===== src/rtl/mem_port_arbiter.sv =====
// Shares one main-memory port between I-cache refills and D-cache refills/write-backs.
// Round-robin on ties, fixed-length bursts with per-beat addressing and a done pulse.
module mem_port_arbiter #(
    parameter int LINE_WORDS = 4,
    localparam int BEAT_W = $clog2(LINE_WORDS)
) (
    input  logic              clk,
    input  logic              rst_n,
    input  logic              ic_req,
    input  logic [31:0]       ic_addr,
    output logic              ic_grant,
    output logic [31:0]       ic_rdata,
    output logic              ic_rvalid,
    output logic              ic_done,
    input  logic              dc_req,
    input  logic              dc_we,
    input  logic [31:0]       dc_addr,
    input  logic [31:0]       dc_wdata,
    output logic              dc_grant,
    output logic [BEAT_W-1:0] dc_beat,
    output logic [31:0]       dc_rdata,
    output logic              dc_rvalid,
    output logic              dc_done,
    output logic              mem_req,
    output logic              mem_we,
    output logic [31:0]       mem_addr,
    output logic [31:0]       mem_wdata,
    input  logic [31:0]       mem_rdata,
    input  logic              mem_ready
);
    localparam int OFF_W = BEAT_W + 2;
    localparam logic [31:0] OFF_MASK = 32'((1 << OFF_W) - 1);

    typedef enum logic [1:0] {IDLE, BURST, DONE} state_t;

    state_t            state, state_nxt;
    logic              owner;       // 1 = D-cache
    logic              last_owner;  // starts at I so D wins the first tie
    logic              we_lat;
    logic [31:0]       base;
    logic [BEAT_W-1:0] beat;
    logic              any_req, pick_d, last_beat;
    logic              busy, rd_beat;

    assign any_req   = ic_req | dc_req;
    assign pick_d    = dc_req & (~ic_req | ~last_owner);
    assign last_beat = (beat == BEAT_W'(LINE_WORDS - 1));

    always_ff @(posedge clk) begin
        if (!rst_n) state <= IDLE;
        else        state <= state_nxt;
    end

    always_ff @(posedge clk) begin
        if (!rst_n) begin
            owner      <= 1'b0;
            last_owner <= 1'b0;
            we_lat     <= 1'b0;
            base       <= '0;
            beat       <= '0;
        end else begin
            case (state)
                IDLE: if (any_req) begin
                    owner  <= pick_d;
                    we_lat <= pick_d & dc_we;
                    base   <= (pick_d ? dc_addr : ic_addr) & ~OFF_MASK;
                    beat   <= '0;
                end
                // beat wraps to 0 on the last beat since LINE_WORDS is a power of 2
                BURST: if (mem_ready) beat <= beat + BEAT_W'(1);
                DONE:  last_owner <= owner;
                default: ;
            endcase
        end
    end

    always_comb begin
        state_nxt = state;
        case (state)
            IDLE:    if (any_req) state_nxt = BURST;
            BURST:   if (mem_ready && last_beat) state_nxt = DONE;
            DONE:    state_nxt = IDLE;
            default: state_nxt = IDLE;
        endcase
    end

    always_comb begin
        busy      = (state != IDLE);
        mem_req   = 1'b0;
        mem_we    = 1'b0;
        mem_addr  = '0;
        mem_wdata = '0;
        rd_beat   = 1'b0;
        if (state == BURST) begin
            mem_req   = 1'b1;
            mem_we    = we_lat;
            mem_addr  = base + (32'(beat) << 2);
            mem_wdata = (owner && we_lat) ? dc_wdata : '0;
            rd_beat   = mem_ready & ~we_lat;
        end
        ic_grant  = busy & ~owner;
        dc_grant  = busy & owner;
        ic_done   = (state == DONE) & ~owner;
        dc_done   = (state == DONE) & owner;
        ic_rvalid = rd_beat & ~owner;
        dc_rvalid = rd_beat & owner;
        ic_rdata  = ic_rvalid ? mem_rdata : '0;
        dc_rdata  = dc_rvalid ? mem_rdata : '0;
        dc_beat   = (state == BURST && owner) ? beat : '0;
    end
endmodule


===== config.mk =====
export PLATFORM = sky130hd
export DESIGN_NAME = mem_port_arbiter
export DESIGN_NICKNAME = d
export VERILOG_FILES = /design/src/rtl/mem_port_arbiter.sv
export SDC_FILE = /design/constraint.sdc
export NUM_CORES = 1
export LEC_CHECK = 0
export BUFFER_PORTS_ARGS = -buffer_cell sky130_fd_sc_hd__buf_4
export CORE_AREA = 2 2 105 107
export CTS_BUF_LIST = sky130_fd_sc_hd__clkbuf_4 sky130_fd_sc_hd__clkbuf_8
export DETAILED_ROUTE_END_ITERATION = 7
export DIE_AREA = 0 0 107 109
export SYNTH_ARGS = -nofsm -noshare
export SYNTH_HDL_FRONTEND = slang
export SYNTH_SLANG_ARGS = --single-unit

===== constraint.sdc =====
create_clock -name clk -period 2.9 [get_ports clk]
set_input_delay 0.145 -clock clk [delete_from_list [all_inputs] [get_ports clk]]
set_output_delay 0.145 -clock clk [all_outputs]
set_load 0.02 [all_outputs]

==> results.md, run 1 <==
* CP max FO at 33
* CP Launch Type: flip-flop
* FP Rows at 38
* Hold-critical path depth at 3
* Placed Instances at 722
* Critical path buffers and inverters at 1
* Number of synthesized flops with an enable pin at 0
* Initial antenna violation count at 0
* Reg-to-Reg End: base[11]
* Total Neg Setup Slack at 0 ps
* Sw Ratio at 30.8%
* WP data arrival at 1990 ps
* R2R cell count at 4
* Die area at 0.0117 mm²
* Static leakage at 2.39 nW
* CTS tree: done
* Worst VDD drop at 0.000198 V
* Max_cap viols at 0
* Internal Power at 998 µW
* Slew Limit Fails at 0
* Fmax at 468 MHz
* Post-synth top cells: 128 x and2_1, 61 x nand2_1, 35 x dfxtp_1, 31 x a21oi_1, 28 x a311oi_1
* Design area at 0.00463 mm²
* DRC Markers at 0
* Worst setup margin at 762 ps
* FILL cells at 1082
* Grt ovf at 0
* Avg Inst Size Synth at 7.23 µm²
* CTS Hold Bufs at 0
* Hold Path Class: input pin to flip-flop
* CTS resizes at 0
* Final net count at 724
* Reg area at 701 µm²
* Area occupied by multi-input gates at 0.00165 mm²
* Clock Path Buffers at 2
* Root Buffer: clkbuf_8
* Pwr Density at 312 mW/mm²
* Post-Synth Simple-Gate Area at 46.6%
* Clk slew on worst S/H paths at 70 ps
* Post-Synth Adder-Cell Area at 0.497%
* Area delta synth->final at 83.7%
* Crit path capture type: output pin
* Cell family with most CP delay: simple AND/OR/NAND/NOR gates
* Area of the core at 0.0106 mm²
* Post-layout power at 1.44 mW
* First-pass GRT wire length at 16500 µm
* Outcome: complete, no violations
* Worst-margin pin slew at 1070 ps
* Post-synthesis mux area share at 0%
* Compound-gate portion of the synthesized area at 18.0%
* Synth Register Bits at 35
* Vias in the first global route at 3096
* Critical-path cell list: nor2b_2, and4bb_2, and2_1, buf_4
* Crit Path Class: flip-flop to output pin
* Register area share after synthesis at 27.8%
* I/O pins at 272
* Seq pwr share at 37.9%
* Diodes inserted at 0
* Worst skew pair latency at 280 ps
* Num Clock Sinks at 35
* CP max stage delay at 650 ps
* Crit path time final at 2140 ps
* Headroom to the max-slew limit at 28.8%
* Pre-antenna DRT Iters at 4
* Routed vias at 3273
* Wire per inst at 15.7 µm
* Die W at 107 µm
* Hold path endpoint: state[1]
* Final GP Congestion at 0.796
* Post-place setup slack at 1050 ps
* R2r setup slk at 1190 ps
* Die Y-Extent at 109 µm
* Clock Power Share at 27.8%
* Most instantiated library cell after synthesis: and2_1
* DR vias/cell at 4.48
* Net Sw Power at 445 µW
* Post-DP Area at 0.00452 mm²
* Final setup violation count at 0
* Final hold vios at 0
* RSZ-0062 raised after global routing: no
* Yosys top cell by area: and2_1
* Xor/xnor share of the synthesized area at 0%
* Post-DP HPWL at 9130 µm
* Pin count of the biggest net entering global routing at 34
* Ys flop type: dfxtp_1
* 1st-iter DRT viols at 151
* Synth top area cells: and2_1 32%, dfxtp_1 28%, a311oi_1 9.7%
* Unique masters post-synth at 31
* Reg2Reg Launch Point: last_owner
* IO Port Bufs at 261
* Final worst-path cycle share at 73.7%
* Gate power share at 34.3%
* Yosys warns at 0
* Cell count after synthesis at 348
* Post-CTS setup buffer count at 0
* Post-synth top area share at 31.8%
* Post-route ant nets at 0
* Largest family of logic cells by synthesized area: simple AND/OR/NAND/NOR gates
* Post-Syn Area at 0.00252 mm²
* Share of layout cells above drive strength 1 at 47.5%
* DRT Wirelength at 11400 µm
* Non-Filler Instances at 730
* Initial cell density of the core at 23.7%
* Hold_sp: mem_ready
* Fraction of registers with async set/reset at 0%
* H-tree depth at 2
* Slowest-stage cell, CP: and4bb_2
* GRT Resource Usage Total at 18.1%
* CP required at 2760 ps
* Worst Clk Skew at 4.30 ps
* Total CTS buffers at 5
-- cells in the final DEF, fill, tap and decap left out, types with 2 or more instances in the layout --
master / count
a21oi_1: 31
conb_1: 2
nand3_1: 2
nand2_1: 61
and2_1: 128
dfxtp_1: 35
o21ai_0: 3
a311oi_1: 28
clkbuf_8: 7
nor2_1: 6
o22ai_1: 2
buf_4: 265
nand2b_1: 2
and3_1: 2
-- metrics by stage --
| step | util (%) | hold slack (ps) |
|---|---|---|
| 2_1_floorplan | - | 271 |
| 3_3_place_gp | 42.6 | 422 |
| 3_5_place_dp | 42.6 | 423 |
| 4_1_cts | 43.6 | 119 |
| 5_1_grt | 43.6 | 122 |
| 6_report | 43.6 | 131 |
-- cell type report --
cell class,count,area share [%]
repair buffers,265,43.0
multi-input cells,281,35.7
flip-flops and latches,35,15.1
well taps,140,3.79
clock buffers,8,2.25
inverters,1,0.0811
-- layer usage --
| layer | track usage (%) | part of all wire [%] | vias up |
|---|---|---|---|
| li1 | - | - | 1631 |
| met1 | 21.8 | 41 | 1480 |
| met2 | 33.0 | 50 | 152 |
| met3 | 4.12 | 7.8 | 10 |
| met4 | 3.43 | 1.2 | 0 |
| met5 | 0 | 0 | - |
-- how the worst max path moves through the flow --
stage                   from           end  slack, ps  cells after the start
finish              state[0]  ic_rdata[11]        760                      4
global route        state[0]  ic_rdata[14]        540                      4
CTS                 state[0]  ic_rdata[11]        730                      4
detailed placement  state[0]  ic_rdata[11]       1050                      4
global placement    state[0]  ic_rdata[14]       1100                      4
floorplan           state[0]  dc_rdata[22]       1500                      4
-- cells by family after synthesis --
group,Yosys count
simple gates,211
compound gates,67
flops,35
buf+inv,33
fa+ha+maj,1
other cells,1
-- power by group through the flow --
stage / registers [mW] / clock network (mW) / logic [mW]
after global routing: 0.553 / 0.434 / 0.539
final: 0.547 / 0.401 / 0.495
after global placement: 0.556 / 0 / 0.495
after CTS: 0.547 / 0.415 / 0.501
after floorplan: 0.551 / 0 / 0.252
after detailed placement: 0.558 / 0 / 0.500
-- sequential cells by signal (all words and copies together) (netlist names) --
name	flops
state	2
owner	1
we_lat	1
base	28
beat	2
last_owner	1
-- worst register-to-register path, delay by kind of cell (launching register included) --
family,cells,cell delay (ps)
buffers and inverters,1,350
AOI/OAI and AO/OA,2,830
DFF,1,340
and+or+nand+nor,1,90
Note: power is estimated with default switching activity, not from simulation.
==> run 2: changes to the inputs <==
--- a/config.mk
+++ b/config.mk
@@ -6,10 +6,10 @@
 export NUM_CORES = 1
 export LEC_CHECK = 0
 export BUFFER_PORTS_ARGS = -buffer_cell sky130_fd_sc_hd__buf_4
-export CORE_AREA = 2 2 105 107
+export CORE_AREA = 2 2 106 108
 export CTS_BUF_LIST = sky130_fd_sc_hd__clkbuf_4 sky130_fd_sc_hd__clkbuf_8
 export DETAILED_ROUTE_END_ITERATION = 7
-export DIE_AREA = 0 0 107 109
+export DIE_AREA = 0 0 108 110
 export SYNTH_ARGS = -nofsm -noshare
 export SYNTH_HDL_FRONTEND = slang
 export SYNTH_SLANG_ARGS = --single-unit
==> constraint.sdc (replaced) <==
create_clock -name clk -period 1.99 [get_ports clk]
set_input_delay 0.0995 -clock clk [delete_from_list [all_inputs] [get_ports clk]]
set_output_delay 0.0995 -clock clk [all_outputs]
set_load 0.02 [all_outputs]
==> results.md, run 2 (synthesis results as in run 1) <==
* Outcome: complete, no violations
* R2r setup slk at 480 ps (-710 ps)
* Initial cell density of the core at 23.5% (-0.21 points)
* Reg2Reg Launch Point: last_owner
* Diodes inserted at 0 (unchanged)
* Hold Path Class: input pin to flip-flop
* Worst setup margin at 130 ps (-632 ps)
* Static leakage at 2.44 nW (+2.2%)
* Final net count at 732 (+1.1%)
* Total Neg Setup Slack at 0 ps (unchanged)
* CTS tree: done
* Post-DP HPWL at 8440 µm (-7.5%)
* Number of flip-flops in the largest register at 28 (unchanged)
* Worst skew pair latency at 280 ps (about the same)
* DRC Markers at 0 (unchanged)
* Routed vias at 3329 (+1.7%)
* Reg with most FFs: base
* Total CTS buffers at 5 (unchanged)
* Slew Limit Fails at 0 (unchanged)
* Share of layout cells above drive strength 1 at 48.2% (+0.70 points)
* Biggest regs: base: 28 flops, beat: 2 flops, state: 2 flops
* Die Y-Extent at 110 µm (+0.92%)
* DR vias/cell at 4.51 (+0.61%)
* RSZ-0062 raised after global routing: no
* CP Launch Type: flip-flop
* Die area at 0.0119 mm² (+1.9%)
* Wire per inst at 15.0 µm (-3.9%)
* Most common cell after layout, fill and taps aside: buf_4
* Setup crit end: ic_rdata[24]
* Clk slew on worst S/H paths at 80 ps (about the same)
* FILL cells at 1068 (-1.3%)
* CP max FO at 16 (-52%)
* GRT Resource Usage Total at 16.0% (-2.0 points)
* Final hold vios at 0 (unchanged)
* Crit path capture type: output pin
* Max_cap viols at 0 (unchanged)
* Crit path from: state[0]
* Clock Path Buffers at 2 (unchanged)
* Final setup violation count at 0 (unchanged)
* First-pass GRT wire length at 15200 µm (-8.2%)
* Pre-antenna DRT Iters at 4 (unchanged)
* DRT Wirelength at 11100 µm (-2.9%)
* IO Port Bufs at 261 (unchanged)
* Worst Clk Skew at 4.66 ps (+0.355 ps)
* WHS at 82.6 ps (-48.5 ps)
* Crit path time final at 1860 ps
* FP Rows at 38 (unchanged)
* Area delta synth->final at 87.7%
* Worst VDD drop at 0.000424 V (+110%)
* Headroom to the max-slew limit at 66.8% (+38 points)
* I/O pins at 272 (unchanged)
* Worst-margin pin slew at 495 ps (-573 ps)
* Crit Path Class: flip-flop to output pin
* H-tree depth at 2 (unchanged)
* Root Buffer: clkbuf_8
* Num Clock Sinks at 35 (unchanged)
* Pin count of the biggest net entering global routing at 34 (unchanged)
* Vias in the first global route at 2956 (-4.5%)
* Pwr Density at 469 mW/mm² (+50%)
* WP data arrival at 1760 ps (-230 ps)
* Post-route ant nets at 0 (unchanged)
* CP required at 1890 ps (-870 ps)
* Area of the core at 0.0107 mm² (+0.90%)
* Initial antenna violation count at 0 (unchanged)
* Post-place setup slack at 227 ps (-825 ps)
* Grt ovf at 0 (unchanged)
* Die W at 108 µm (+0.93%)
* Final core utilization at 44.2% (+0.55 points)
* Reg-to-Reg End: base[5]
* 1st-iter DRT viols at 142 (-6.0%)
* Commonest non-fill, non-tap cells in the layout: 271 x buf_4, 128 x and2_1, 61 x nand2_1, 35 x dfxtp_1, 31 x a21oi_1
* Final worst-path cycle share at 93.4%
* R2R cell count at 4 (unchanged)
* Final GP Congestion at 0.804 (+1.0%)
* Fmax at 538 MHz
run 2: cell types whose count changed in the layout (fill, tap and decap cells not counted), sizes merged:
cell and delta:
and4bb +1, clkbuf -2, clkinv +1, bufinv +1, buf +7
run 2: where the power goes:
part | switching, mW | internal [mW]
registers | 0.0357 | 0.764
logic | 0.363 | 0.378
clock network | 0.269 | 0.406
total | 0.668 | 1.55
run 2: worst max-delay path, cell delays in order, from the launching register on:
cell      delay (ps)
dfxtp_1          410
nor2b_4          260
and4bb_2         480
and2_1           180
buf_4            140
run 2: cell type report:
class | count | area (µm²) | share of cell area, %
Clock buffer | 6 | 82.6 | 1.75
Clock inverter | 2 | 35.0 | 0.741
Inverter | 1 | 3.75 | 0.0794
Multi-Input combinational cell | 282 | 1670 | 35.4
Sequential cell | 35 | 701 | 14.8
Tap cell | 140 | 175 | 3.71
Timing Repair Buffer | 272 | 2050 | 43.5
run 2: per-layer routing:
metal  wire length [µm]  GRT usage, %
met5                  0             0
met4                198          4.76
met3                938          3.23
met2               5690          29.4
met1               4280          18.9
run 2: repair_timing:
item,in CTS,in global routing
endpoints found under the setup margin,32,64
setup buffers,0,1
pin swaps,0,1
hold buffers,0,0
resized for setup,1,1
cloned,0,1
run 2: per-stage QoR:
step	instance area [µm²]	std cells	total power, mW
6_report	4730	738	2.22
5_1_grt	4730	738	2.34
4_1_cts	4700	736	2.24
3_5_place_dp	4580	728	1.55
3_3_place_gp	4580	728	1.54
2_1_floorplan	2520	349	1.17
run 2: worst min-delay path by stage:
stage / cells after the start / startpoint / to
after floorplan: 2 / mem_ready / state[1]
after global placement: 3 / mem_ready / state[1]
after detailed placement: 3 / dc_we / we_lat
after CTS: 3 / dc_we / we_lat
after global routing: 3 / ic_addr[28] / base[28]
final: 3 / dc_we / we_lat
==> run 3: changes to the inputs <==
==> config.mk (replaced) <==
export PLATFORM = sky130hd
export DESIGN_NAME = mem_port_arbiter
export DESIGN_NICKNAME = d
export VERILOG_FILES = /design/src/rtl/mem_port_arbiter.sv
export SDC_FILE = /design/constraint.sdc
export NUM_CORES = 1
export LEC_CHECK = 0
export BUFFER_PORTS_ARGS = -buffer_cell sky130_fd_sc_hd__buf_4
export CORE_AREA = 2 2 105 107
export DETAILED_ROUTE_END_ITERATION = 7
export DIE_AREA = 0 0 107 109
export SYNTH_ARGS = -nofsm -noshare
export SYNTH_HDL_FRONTEND = slang
export SYNTH_SLANG_ARGS = --single-unit
==> results.md, run 3 (synthesis results as in run 1) <==
* Outcome: complete, no violations
* Crit path time final at 1860 ps (+2.98 ps)
* Hold Path Class: input pin to flip-flop
* Initial cell density of the core at 23.7% (+0.21 points)
* Worst-margin pin slew at 1030 ps (+538 ps)
* Number of flip-flops in the largest register at 28 (unchanged)
* Final GP Congestion at 0.804 (about the same)
* Final worst-path cycle share at 93.6% (+0.15 points)
* Post-DP HPWL at 9290 µm (+10%)
* First-pass GRT wire length at 16100 µm (+5.7%)
* Slew Limit Fails at 0 (unchanged)
* WP data arrival at 1760 ps (about the same)
* Grt ovf at 0 (unchanged)
* Total CTS buffers at 5 (unchanged)
* Cell family with most CP delay: simple AND/OR/NAND/NOR gates
* CP Launch Type: flip-flop
* Diodes inserted at 0 (unchanged)
* Max_cap viols at 0 (unchanged)
* Area delta synth->final at 86.8%
* 1st-iter DRT viols at 228 (+61%)
* Area of the core at 0.0106 mm² (-0.89%)
* GRT Resource Usage Total at 17.6% (+1.5 points)
* Crit Path Class: flip-flop to output pin
* Die Y-Extent at 109 µm (-0.91%)
* H-tree depth at 2 (unchanged)
* Vias in the first global route at 2892 (-2.2%)
* Pre-antenna DRT Iters at 4 (unchanged)
* Routed vias at 3300 (-0.87%)
* Post-route ant nets at 0 (unchanged)
* DR vias/cell at 4.47 (-1.0%)
* Most used cell, CP: buf_4
* Worst VDD drop at 0.000231 V (-45%)
* RSZ-0062 raised after global routing: no
* CTS tree: done
* FILL cells at 1101 (+3.1%)
* Static leakage at 2.44 nW (-0.35%)
* Pwr Density at 449 mW/mm² (-4.2%)
* IO Port Bufs at 261 (unchanged)
* Most common cell after layout, fill and taps aside: buf_4
* Worst Clk Skew at 5.45 ps (+0.796 ps)
* FP Rows at 38 (unchanged)
* Worst skew pair latency at 280 ps (about the same)
* Slowest-stage cell, CP: dfxtp_1
* CP max stage delay at 410 ps (-70 ps)
* Die area at 0.0117 mm² (-1.8%)
* Clk slew on worst S/H paths at 70 ps (about the same)
* Reg with most FFs: base
* Share of layout cells above drive strength 1 at 48.1% (-0.080 points)
* Final hold vios at 0 (unchanged)
* DRC Markers at 0 (unchanged)
* Headroom to the max-slew limit at 31.1% (-36 points)
* DRT Wirelength at 11500 µm (+3.9%)
* Total Neg Setup Slack at 0 ps (unchanged)
* Pin count of the biggest net entering global routing at 34 (unchanged)
* Crit path capture type: output pin
* Final setup violation count at 0 (unchanged)
* Root Buffer: clkbuf_8
* CP max FO at 16 (unchanged)
* Die W at 107 µm (-0.93%)
* Fmax at 537 MHz (-0.16%)
* Commonest non-fill, non-tap cells in the layout: 273 x buf_4, 128 x and2_1, 61 x nand2_1, 35 x dfxtp_1, 31 x a21oi_1
* Wire per inst at 15.6 µm (+3.8%)
* Clock Path Buffers at 2 (unchanged)
* CP required at 1890 ps (about the same)
* Initial antenna violation count at 0 (unchanged)
* Num Clock Sinks at 35 (unchanged)
* I/O pins at 272 (unchanged)
* Final net count at 733 (+0.14%)
* Post-layout power at 2.11 mW (-4.6%)
* Critical path buffers and inverters at 2 (+1)
* Critical-path cell list: nor2b_4, buf_4, and3_4, and2_1, buf_4
* Biggest regs: base: 28 flops, beat: 2 flops, state: 2 flops
run 3: cell count changes in the layout (fill, tap and decap cells not counted):
cell       delta
bufinv_16     -1
buf_12        -1
clkbuf_1      +1
clkbuf_8      +1
and4bb_2      -1
clkinv_2      -1
and3_4        +1
buf_4         +2
run 3: tightest hold or removal path: stages:
cell,delay [ps]
buf_4,110
nand3_1,50
a21oi_1,60
run 3: cell type report:
class                   instances  area [µm²]  area share [%]
clock buffers                   8         100            2.13
inverters                       1        3.75          0.0798
flip-flops and latches         35         701            14.9
well taps                     140         175            3.73
repair buffers                273        2050            43.6
multi-input cells             282        1670            35.6
run 3: stage by stage:
stage / instance area, µm² / utilization, % / hold WS, ps / setup slack [ps] / cells
2_1_floorplan: 2520 / - / 225 / 634 / 349
3_3_place_gp: 4570 / 43.1 / 375 / 205 / 728
3_5_place_dp: 4570 / 43.1 / 381 / 184 / 728
4_1_cts: 4680 / 44.1 / 71.8 / 30.2 / 736
5_1_grt: 4700 / 44.3 / 78.4 / 1.59 / 739
6_report: 4700 / 44.3 / 79.4 / 127 / 739
run 3: timing repair:
item	in CTS	in global routing
hold buffers	0	0
endpoints found under the setup margin	65	56
gates cloned	0	1
endpoints found under the hold margin	0	0
resized for setup	2	1
setup buffers	0	2
run 3: routing by layer:
metal	part of all wire (%)	vias up	GRT usage, %
met5	0	-	0
met4	0.72	0	2.60
met3	8.3	7	4.60
met2	50	150	31.7
met1	41	1491	21.5
li1	-	1652	-
run 3: worst paths after layout:
check	start	to	slack [ps]	cells past startpoint
hold / removal	dc_we	we_lat	80	3
setup / recovery	state[0]	mem_wdata[30]	130	5
hold reg to reg	base[12]	base[12]	510	2
setup reg to reg	state[1]	base[14]	450	4
run 3: power breakdown:
group	internal, mW	switching (mW)	leakage (nW)
Combinational	0.378	0.364	2.09
Clock	0.316	0.255	0.0515
Sequential	0.764	0.0351	0.290
Total	1.46	0.655	2.44
